`config.mk`:
```
export PLATFORM = sky130hd
export DESIGN_NAME = bcd_serial_subtractor
export DESIGN_NICKNAME = d
export VERILOG_FILES = /design/src/rtl/bcd_serial_subtractor.sv
export SDC_FILE = /design/constraint.sdc
export NUM_CORES = 1
export LEC_CHECK = 0
export BUFFER_PORTS_ARGS = -buffer_cell sky130_fd_sc_hd__buf_2
export CAP_MARGIN = 20
export CORE_MARGIN = 2
export CORE_UTILIZATION = 55
export CTS_BUF_LIST = sky130_fd_sc_hd__clkbuf_2 sky130_fd_sc_hd__clkbuf_4 sky130_fd_sc_hd__clkbuf_8
export CTS_CLUSTER_SIZE = 24
export DETAILED_ROUTE_END_ITERATION = 8
export PLACE_DENSITY = 0.92
export RECOVER_POWER = 100
export SYNTH_ARGS = -nofsm -noshare
export SYNTH_HDL_FRONTEND = slang
export SYNTH_SLANG_ARGS = --single-unit
```
`constraint.sdc`:
```
create_clock -name clk -period 3.6 [get_ports clk]
set_input_delay 0.18 -clock clk [delete_from_list [all_inputs] [get_ports clk]]
set_output_delay 0.18 -clock clk [all_outputs]
set_load 0.05 [all_outputs]
```
`src/rtl/bcd_serial_subtractor.sv`:
```
// Digit-serial packed-BCD subtractor: D = A - B - Bin, one decimal digit per
// clock, least-significant digit first, with a start/busy/done handshake.
module bcd_serial_subtractor #(
    parameter int DIGITS = 2
) (
    input  logic                clk,
    input  logic                rst_n,
    input  logic                start,
    input  logic [4*DIGITS-1:0] A,
    input  logic [4*DIGITS-1:0] B,
    input  logic                Bin,
    output logic                busy,
    output logic                done,
    output logic [4*DIGITS-1:0] D,
    output logic                Bout,
    output logic                invalid
);

    localparam int W     = 4 * DIGITS;
    localparam int IDX_W = (DIGITS > 1) ? $clog2(DIGITS) : 1;
    localparam logic [IDX_W-1:0] LAST_IDX = IDX_W'(DIGITS - 1);

    typedef enum logic [1:0] {
        S_IDLE,
        S_RUN,
        S_DONE
    } state_t;

    state_t           state_q, state_d;
    logic [IDX_W-1:0] idx_q, idx_d;
    logic [W-1:0]     a_q, a_d;
    logic [W-1:0]     b_q, b_d;
    logic             br_q, br_d;
    logic [W-1:0]     d_q, d_d;
    logic             bout_q, bout_d;
    logic             inv_q, inv_d;
    logic             busy_q, busy_d;
    logic             done_q, done_d;

    logic [3:0]       a_dig;
    logic [3:0]       b_dig;
    logic [4:0]       dig_res;

    // One decimal digit of a - b - br; returns {borrow_out, digit}.
    // Out-of-range digits go through the same formula, keeping the low 4 bits.
    function automatic logic [4:0] sub_digit(input logic [3:0] a,
                                             input logic [3:0] b,
                                             input logic       br_in);
        logic signed [5:0] t;
        t = $signed({2'b00, a}) - $signed({2'b00, b}) - $signed({5'b00000, br_in});
        if (t < 0) begin
            t = t + 6'sd10;
            return {1'b1, t[3:0]};
        end
        return {1'b0, t[3:0]};
    endfunction

    assign a_dig   = a_q[{idx_q, 2'b00} +: 4];
    assign b_dig   = b_q[{idx_q, 2'b00} +: 4];
    assign dig_res = sub_digit(a_dig, b_dig, br_q);

    // Next-state logic: accept a request when idle/done, then walk the digits.
    always_comb begin
        state_d = state_q;
        idx_d   = idx_q;
        a_d     = a_q;
        b_d     = b_q;
        br_d    = br_q;
        d_d     = d_q;
        bout_d  = bout_q;
        inv_d   = inv_q;
        busy_d  = busy_q;
        done_d  = 1'b0;
        case (state_q)
            S_IDLE, S_DONE: begin
                if (start) begin
                    a_d     = A;
                    b_d     = B;
                    br_d    = Bin;
                    d_d     = '0;
                    bout_d  = 1'b0;
                    inv_d   = 1'b0;
                    idx_d   = '0;
                    busy_d  = 1'b1;
                    state_d = S_RUN;
                end else begin
                    state_d = S_IDLE;
                end
            end
            S_RUN: begin
                d_d[{idx_q, 2'b00} +: 4] = dig_res[3:0];
                br_d  = dig_res[4];
                inv_d = inv_q | (a_dig > 4'd9) | (b_dig > 4'd9);
                if (idx_q == LAST_IDX) begin
                    bout_d  = dig_res[4];
                    busy_d  = 1'b0;
                    done_d  = 1'b1;
                    state_d = S_DONE;
                end else begin
                    idx_d = idx_q + IDX_W'(1);
                end
            end
            default: begin
                busy_d  = 1'b0;
                state_d = S_IDLE;
            end
        endcase
    end

    // Control and result registers; reset aborts any operation in flight.
    always_ff @(posedge clk) begin
        if (!rst_n) begin
            state_q <= S_IDLE;
            idx_q   <= '0;
            br_q    <= 1'b0;
            d_q     <= '0;
            bout_q  <= 1'b0;
            inv_q   <= 1'b0;
            busy_q  <= 1'b0;
            done_q  <= 1'b0;
        end else begin
            state_q <= state_d;
            idx_q   <= idx_d;
            br_q    <= br_d;
            d_q     <= d_d;
            bout_q  <= bout_d;
            inv_q   <= inv_d;
            busy_q  <= busy_d;
            done_q  <= done_d;
        end
    end

    // Latched operands are pure data and only change on an accepted start.
    always_ff @(posedge clk) begin
        a_q <= a_d;
        b_q <= b_d;
    end

    assign busy    = busy_q;
    assign done    = done_q;
    assign D       = d_q;
    assign Bout    = bout_q;
    assign invalid = inv_q;

endmodule
```
# Yosys cells after proc, flatten, opt, wreduce, memory -nomap -nowiden
# Cells that the tools add are included.
[totals] wordCells=58 regBits=32
[op_classes] n_bitwise=2 eq_ne=4 mux=22 add_sub_neg=5 reduce_logical=8 n_shift=4 order_cmp=3
[ops] operator="8-bit one-hot mux with 2 select lines" n=1
[ops] operator="8-bit by 4-bit variable part select with 4-bit output" n=2
[ops] operator="5-bit 2-to-1 mux" n=2
[ops] operator="1-bit one-hot mux with 2 select lines" n=5
[ops] operator="1-bit 2-to-1 mux" n=9
[ops] operator="8-bit bitwise mux" n=1
[ops] operator="4-bit greater-than comparator, second input constant" n=2
[ops] operator="8-bit 2-to-1 mux" n=1
[ops] operator="2-bit AND reduction" n=4
[ops] operator="4-bit by 5-bit variable shift with 8-bit output, first input constant" n=1
[ops] operator="4-bit by 5-bit variable part select with 8-bit output" n=1
[ops] operator="6-bit by 1-bit < comparator with 1-bit output, second input constant" n=1
[ops] operator="5-bit by 2-bit subtractor with 6-bit output" n=1
[ops] operator="3-bit negator with 5-bit output" n=1
[ops] operator="4-bit by 4-bit subtractor with 5-bit output" n=1
[ops] operator="4-bit adder, second input constant" n=1
[ops] operator="4-bit 2-to-1 mux" n=1
[ops] operator="2-bit != test, second input constant" n=2
[ops] operator="2-bit one-hot mux with 2 select lines" n=1
[ops] operator="3-bit AND reduction" n=1
[ops] operator="2-bit by 1-bit == test with 1-bit output, second input constant" n=1
[ops] operator="2-bit == test, second input constant" n=1
[ops] operator="2-bit zero test" n=1
[ops] operator="2-bit 2-to-1 mux" n=1
[ops] operator="other kinds (4)" n=5

# Longest topological paths before layout
# Gate-level depths: netlist (run 1).
[logic_depth] word_depth=9 ltp_mapped=13 ltp_nobuf=12

# Worst setup path after synthesis (run 1)
# Ideal clock, no wire load.
[synth_path] path_type="reg2reg" startpoint="reg idx_q" endpoint="reg d_q[7] (netlist: D[7])" setup_slack_ns=1.015 required_time_ns=3.485 synth_period_minus_slack_ns=2.585 t_arrival_ns=2.470 stages_incl_launch_ff=14 path_cell_list="dfxtp_1 -> buf_6 -> mux2_2 -> ha_1 -> inv_1 -> fa_1 -> inv_1 -> ha_1 -> xnor2_1 -> ha_1 -> nor2_1 -> mux2i_1 -> a21oi_1 -> o21a_1"
[synth_between] elab_chain_cells=9 elab_cells_between_ends=15
[synth_lines] element="start: declaration" line="30" text="logic [IDX_W-1:0] idx_q, idx_d;"
[synth_lines] element="start signal: assignment" line="123" text="idx_q <= idx_d;"
[synth_lines] element="8-bit by 4-bit variable part select with 4-bit output, on equally long branches" line="58, 59"
[synth_lines] element="4-bit by 4-bit subtractor with 5-bit output" line="50" text="t = $signed({2'b00, a}) - $signed({2'b00, b}) - $signed({5'b00000, br_in});"
[synth_lines] element="5-bit by 2-bit subtractor with 6-bit output" line="50"
[synth_lines] element="6-bit by 1-bit < comparator with 1-bit output / 4-bit adder (equally long branches)" line="51, 52"
[synth_lines] element="4-bit 2-to-1 mux, or another cell as far along" line="51" text="if (t < 0) begin"
[synth_lines] element="5-bit 2-to-1 mux" line="55" text="return {1'b0, t[3:0]};"
[synth_lines] element="4-bit by 5-bit variable part select with 8-bit output" line="91" text="d_d[{idx_q, 2'b00} +: 4] = dig_res[3:0];"
[synth_lines] element="8-bit bitwise mux (*)" line="91"
[synth_lines] element="8-bit one-hot mux with 2 select lines (*)" line="74" text="case (state_q)"
[synth_lines] element="end signal: assignment" line="116" text="d_q <= '0;"
[synth_lines] element="end signal: assignment" line="125" text="d_q <= d_d;"
[synth_lines] element="end: declaration" line="34" text="logic [W-1:0] d_q, d_d;"
# Every way passes the cells marked *; elsewhere a longest branch is shown, timed or not. The select of a mux whose other input is x is not followed.
# A chain may end at the register's enable or synchronous reset.

# Worst setup path after layout (run 1)
# Ends and elaborated chain as after synthesis.

==> impl_metrics.json, run 1 <==
{
  "outcome": "finished clean",
  "min_path_cells": 1,
  "p_seq_frac": 0.497,
  "switchingPower_uw": 276,
  "multi_input_area_um2": 613,
  "clk_latency_ps": 340,
  "wl_met2_um": 1720,
  "worstMarginPinSlew_ps": 617,
  "ys_ff_latch": 32,
  "antenna_found_initial": 0,
  "rows": 18,
  "cts.clk_slew.worst_paths_ps": 100,
  "port_buffers": 31,
  "ios": 32,
  "r2r_end": "D[7]$_SDFFE_PN0P_",
  "timing.final.crit_period_ps": 3060,
  "vias": 1176,
  "critical_path_arrival_ps": 3300,
  "pwr-share-clk": 0.228,
  "fmax_ghz": 0.327,
  "critPathMaxStageDelay_ps": 520,
  "dpl.hpwl_um": 2180,
  "yosysUniqueCellTypes": 31,
  "p_comb_frac": 0.276,
  "synth_top_area_frac": 0.324,
  "start_util": 0.588,
  "synth_area_leaders": "edfxtp_1, dfxtp_1, ha_1",
  "synthArstFlopShare": 0,
  "synth_top_cells_by_count": "dfxtp_1, edfxtp_1, nand2_1",
  "p_total_uw": 846,
  "cts_tree": "built",
  "setup_viol": 0,
  "yosysSeqAreaShare": 0.540,
  "swShare": 0.326,
  "power_density_nw_per_um2": 466,
  "fp.dieH_um": 55.9,
  "clock_sinks": 32,
  "cts_buffers": 5,
  "wl_met1_um": 1300,
  "detail-route-antenna-nets": 0,
  "startpoint_type": "flop",
  "finalNonFillerCells": 207,
  "h-tree-depth": 2,
  "dieArea_um2": 3130,
  "cts_buffer_depth": 2,
  "fin_skew_ps": 11.2,
  "highest_layer": "met4",
  "vdd_ir_drop_max_v": 0.000369,
  "die_w_um": 55.9,
  "track_usage": 0.227,
  "fin_area_um2": 1810,
  "leakagePower_nw": 0.759,
  "synth-edff-count": 16,
  "maxSlewHeadroom": 0.588,
  "slowest_stage": "dfxtp_1",
  "regArea_um2": 801,
  "syn_inst": 129,
  "rsz0062_at_grt": "false",
  "area_delta_synth_final_pct": 22.3,
  "crit_type": "flop to flop",
  "wl_per_cell_um": 15.9,
  "nets": 204,
  "reg2regPathDepth": 11,
  "yosys_warnings": 0,
  "hold_viol": 0,
  "grt_max_degree": 18,
  "filler_cell_count": 171,
  "cp_max_fo": 10,
  "syn_area_um2": 1480,
  "r2r_setup_slack_ps": 540,
  "wl_met3_um": 188,
  "grt_pass1_wl_um": 5210,
  "required_ps": 3840,
  "placed_cell_area_um2": 1640,
  "whs_endpoint": "a_q[1]$_DFFE_PP_",
  "ys.flop_type": "edfxtp_1",
  "via_per_inst": 5.68,
  "gp_congestion": 0.811,
  "worstHoldStart": "A[1]",
  "cap_violations": 0,
  "core_area_um2": 2520,
  "drtPass1Iterations": 5,
  "routed_wl_um": 3290,
  "dp_cells": 185,
  "hold_path.class": "primary input to flop",
  "syn_area_per_cell_um2": 11.5,
  "r2r-start": "idx_q$_SDFFE_PN0P_",
  "grt_pass1_vias": 1162,
  "slew_violations": 0,
  "drtIter0Drc": 44,
  "yosysTopAreaCell": "edfxtp_1",
  "intPower_uw": 570,
  "cts_resized": 0,
  "root_buffer": "clkbuf_4",
  "grt_overflow": 0,
  "n_antenna_cell": 0,
  "drive_gt1_frac": 0.175,
  "syn_nets": 157,
  "crit_chain": "clkbuf_1 -> mux2i_1 -> fa_1 -> inv_1 -> ha_1 -> xnor2_1 -> ha_1 -> nor2_1 -> mux2i_1 -> a21oi_1 -> o21a_1",
  "final.setup.tns_ps": 0,
  "drc": 0,
  "final_util": 0.719,
  "critPathCaptureType": "flop",
  "period_share": 0.851
}
## worst max-delay path, delay by kind of cell, from the launching register on
family	cells	cell delay, ps
and+or+nand+nor	1	60
muxes	2	610
adders and majority gates	3	880
buffers and inverters	2	440
xor gates and xnor gates	1	170
AOI/OAI and AO/OA	2	290
DFF	1	520
## metrics by stage
stage               setup WS (ps)  hold WS (ps)
global placement              955           356
global route                  355          15.4
detailed placement            726           358
CTS                           726          1.13
floorplan                    1020           279
finish                        537          23.7
## state kept, by name, summed over array words and instances, names as in the netlist
name     count
a_q          8
b_q          8
D            8
br_q         1
done         1
Bout         1
invalid      1
idx_q        1
state_q      2
busy         1
## area by class of cell
type / instances / area share
Tap cell: 30 / 0.0207
Timing Repair Buffer: 46 / 0.157
Clock inverter: 3 / 0.00759
Sequential cell: 32 / 0.442
Inverter: 7 / 0.0145
Clock buffer: 5 / 0.0207
Multi-Input combinational cell: 84 / 0.338
## routing by layer
metal,track usage,vias to the layer above
li1,-,551
met1,0.245,570
met2,0.401,46
met3,0.0698,9
met4,0.112,0
met5,0,-
## what timing repair did
action,CTS,global route
setup buffers,0,0
endpoints found under the hold margin,14,0
hold buffers,14,0
endpoints found under the setup margin,0,0
## worst max path at each step
stage / from / to / slack, ps / depth (start not counted)
after detailed placement: idx_q$_SDFFE_PN0P_ / D[7]$_SDFFE_PN0P_ / 730 / 11
after CTS: idx_q$_SDFFE_PN0P_ / D[7]$_SDFFE_PN0P_ / 730 / 11
after floorplan: idx_q$_SDFFE_PN0P_ / D[7]$_SDFFE_PN0P_ / 1020 / 13
after global placement: idx_q$_SDFFE_PN0P_ / D[3]$_SDFFE_PN0P_ / 950 / 12
after global routing: idx_q$_SDFFE_PN0P_ / D[3]$_SDFFE_PN0P_ / 350 / 11
final: idx_q$_SDFFE_PN0P_ / D[7]$_SDFFE_PN0P_ / 540 / 11
## power groups by stage
stage | registers, mW | clock network, mW | logic (mW)
after CTS | 0.419 | 0.199 | 0.231
after floorplan | 0.453 | 0 | 0.143
after global routing | 0.422 | 0.210 | 0.254
after global placement | 0.426 | 0 | 0.204
final | 0.420 | 0.193 | 0.233
after detailed placement | 0.427 | 0 | 0.219
## placed cells by master, fill, tap and decap left out, types with 2 or more instances in the layout
master / synthesis / final
buf_2: 1 / 19
dfxtp_1: 16 / 16
edfxtp_1: 16 / 16
dlygate4sd3_1: 0 / 14
nand2_1: 13 / 13
clkbuf_1: 1 / 13
inv_1: 7 / 7
mux2i_1: 7 / 7
nand3_1: 7 / 7
a21oi_1: 7 / 7
ha_1: 7 / 7
nor2_1: 6 / 6
clkbuf_4: 0 / 5
o21ai_0: 4 / 4
nand4_1: 4 / 4
mux2_2: 4 / 3
nor2b_1: 3 / 3
a21boi_0: 3 / 3
nand2b_1: 2 / 2
xnor2_1: 2 / 2
and3_1: 2 / 2
o21a_1: 2 / 2
o311ai_0: 2 / 2
clkinv_2: 0 / 2
## cells by family (layout without fill, tap and decap cells)
family	Yosys count	count (layout)	synth area share
DFF	32	32	0.540
and+or+nand+nor	41	41	0.139
AOI/OAI and AO/OA	20	20	0.0903
xor gates and xnor gates	4	4	0.0338
adders and majority gates	8	8	0.0726
muxes	11	11	0.0776
buffers and inverters	13	61	0.0464
Note: power is estimated with default switching activity, not from simulation.
==> run 2, diff against run 1 <==
- PLACE_DENSITY: 0.92 -> 0.81
- SLEW_MARGIN: not set -> 20
==> run 2 against run 1 <==
  * Power shrank 2.9%
  * Die area is the same
  * Global-route usage shrank 3.9 points
  * Clock-buffer cell count is the same
==> impl_metrics.json, run 2 (synthesis gave the netlist of run 1 again) <==
{
  "fin_skew_ps": 5.42,
  "layout_commonest_cell": "buf_2",
  "timing.final.crit_period_ps": 2970,
  "p_comb_frac": 0.261,
  "grt_max_degree": 18,
  "worstMarginPinSlew_ps": 600,
  "core_area_um2": 2520,
  "clk_latency_ps": 330,
  "cp_max_fo": 10,
  "fp.dieH_um": 55.9,
  "rows": 18,
  "hold_path.class": "primary input to flop",
  "grt_overflow": 0,
  "hold_viol": 0,
  "via_per_inst": 5.38,
  "grt_pass1_wl_um": 4450,
  "leakagePower_nw": 0.703,
  "ios": 32,
  "nets": 191,
  "critPathCaptureType": "flop",
  "port_buffers": 31,
  "gp_congestion": 0.785,
  "drive_gt1_frac": 0.189,
  "dpl.hpwl_um": 1980,
  "rsz0062_at_grt": "false",
  "p_seq_frac": 0.510,
  "switchingPower_uw": 261,
  "r2r-start": "idx_q$_SDFFE_PN0P_",
  "vdd_ir_drop_max_v": 0.000303,
  "power_density_nw_per_um2": 488,
  "area_delta_synth_final_pct": 13.5,
  "wl_per_cell_um": 13.6,
  "n_antenna_cell": 0,
  "root_buffer": "clkbuf_4",
  "crit_type": "flop to flop",
  "die_w_um": 55.9,
  "cts_buffers": 5,
  "h-tree-depth": 2,
  "slew_violations": 0,
  "pwr-share-clk": 0.230,
  "period_share": 0.825,
  "cts_tree": "built",
  "drtPass1Iterations": 4,
  "start_util": 0.588,
  "setup_viol": 0,
  "layout_common_cells": "buf_2, dfxtp_1, edfxtp_1",
  "routed_wl_um": 2630,
  "outcome": "finished clean",
  "cts_setup_buffers": 0,
  "cts_buffer_depth": 2,
  "drc": 0,
  "drtIter0Drc": 30,
  "fmax_ghz": 0.337,
  "swShare": 0.318,
  "vias": 1044,
  "critical_path_arrival_ps": 3200,
  "track_usage": 0.188,
  "clock_sinks": 32,
  "worstHoldStart": "A[3]",
  "startpoint_type": "flop",
  "cap_violations": 0,
  "intPower_uw": 560,
  "final.setup.tns_ps": 0,
  "maxSlewHeadroom": 0.602,
  "antenna_found_initial": 0,
  "grt_pass1_vias": 1054,
  "filler_cell_count": 206,
  "dieArea_um2": 3130,
  "detail-route-antenna-nets": 0,
  "crit_start": "idx_q$_SDFFE_PN0P_",
  "cts.clk_slew.worst_paths_ps": 90,
  "required_ps": 3830,
  "whs_ps": 16.6
}
## run 2: cell types whose count changed in the layout (fill, tap and decap cells not counted), sizes merged
cell / previous run / this run
dlygate4sd3: 14 / 1
## run 2: per-layer routing
metal  global-route usage  routed length [um]  part of all wire  up-vias
met5                    0                   0                 0        -
met4               0.0748                  41             0.016        0
met3               0.0628                  94             0.036        5
met2                0.327                1380              0.52       21
met1                0.214                1120              0.42      490
li1                     -                   -                 -      528
## run 2: cell type report
type | instances | area (um2) | area share
clock buffer | 5 | 37.5 | 0.0223
clock inverter | 3 | 13.8 | 0.00818
sequential | 32 | 801 | 0.476
multi-input combinational | 84 | 613 | 0.364
tap | 30 | 37.5 | 0.0223
inverter | 7 | 26.3 | 0.0156
timing repair buffer | 33 | 154 | 0.0915
## run 2: worst max-delay path: stages, from the launching register on
cell and delay (ps):
dfxtp_1 540, clkbuf_1 330, mux2i_1 400, fa_1 470
inv_1 90, ha_1 260, inv_1 100, ha_1 160
nor2_1 50, mux2i_1 190, a21oi_1 100, o21a_1 180
## run 2: worst paths after layout
check                                    endpoint  slack (ps)  cells after the start
worst max-delay path            D[3]$_SDFFE_PN0P_         630                     11
worst min-delay path             a_q[3]$_DFFE_PP_          20                      1
worst max register to register  D[3]$_SDFFE_PN0P_         630                     11
worst min register to register  busy$_SDFFE_PN0P_         480                      2
## run 2: power groups by stage
stage	registers, mW	logic (mW)	clock network [mW]
finish	0.419	0.214	0.189
detailed placement	0.427	0.216	0
global placement	0.426	0.205	0
global route	0.422	0.239	0.210
floorplan	0.453	0.143	0
CTS	0.418	0.218	0.194
## run 2: timing repair
action                     in CTS  in global routing
resized for setup               0                  0
hold endpoints to repair        0                  1
setup endpoints to repair       0                  0
hold buffers                    0                  1
## run 2: metrics by stage
stage | setup slack [ps] | power, mW | cell area [um2] | cells | util
floorplan | 1020 | 0.596 | 1480 | 129 | -
global placement | 946 | 0.631 | 1640 | 185 | 0.650
detailed placement | 799 | 0.643 | 1640 | 185 | 0.650
CTS | 771 | 0.830 | 1690 | 193 | 0.671
global route | 384 | 0.871 | 1680 | 194 | 0.667
finish | 629 | 0.821 | 1680 | 194 | 0.667
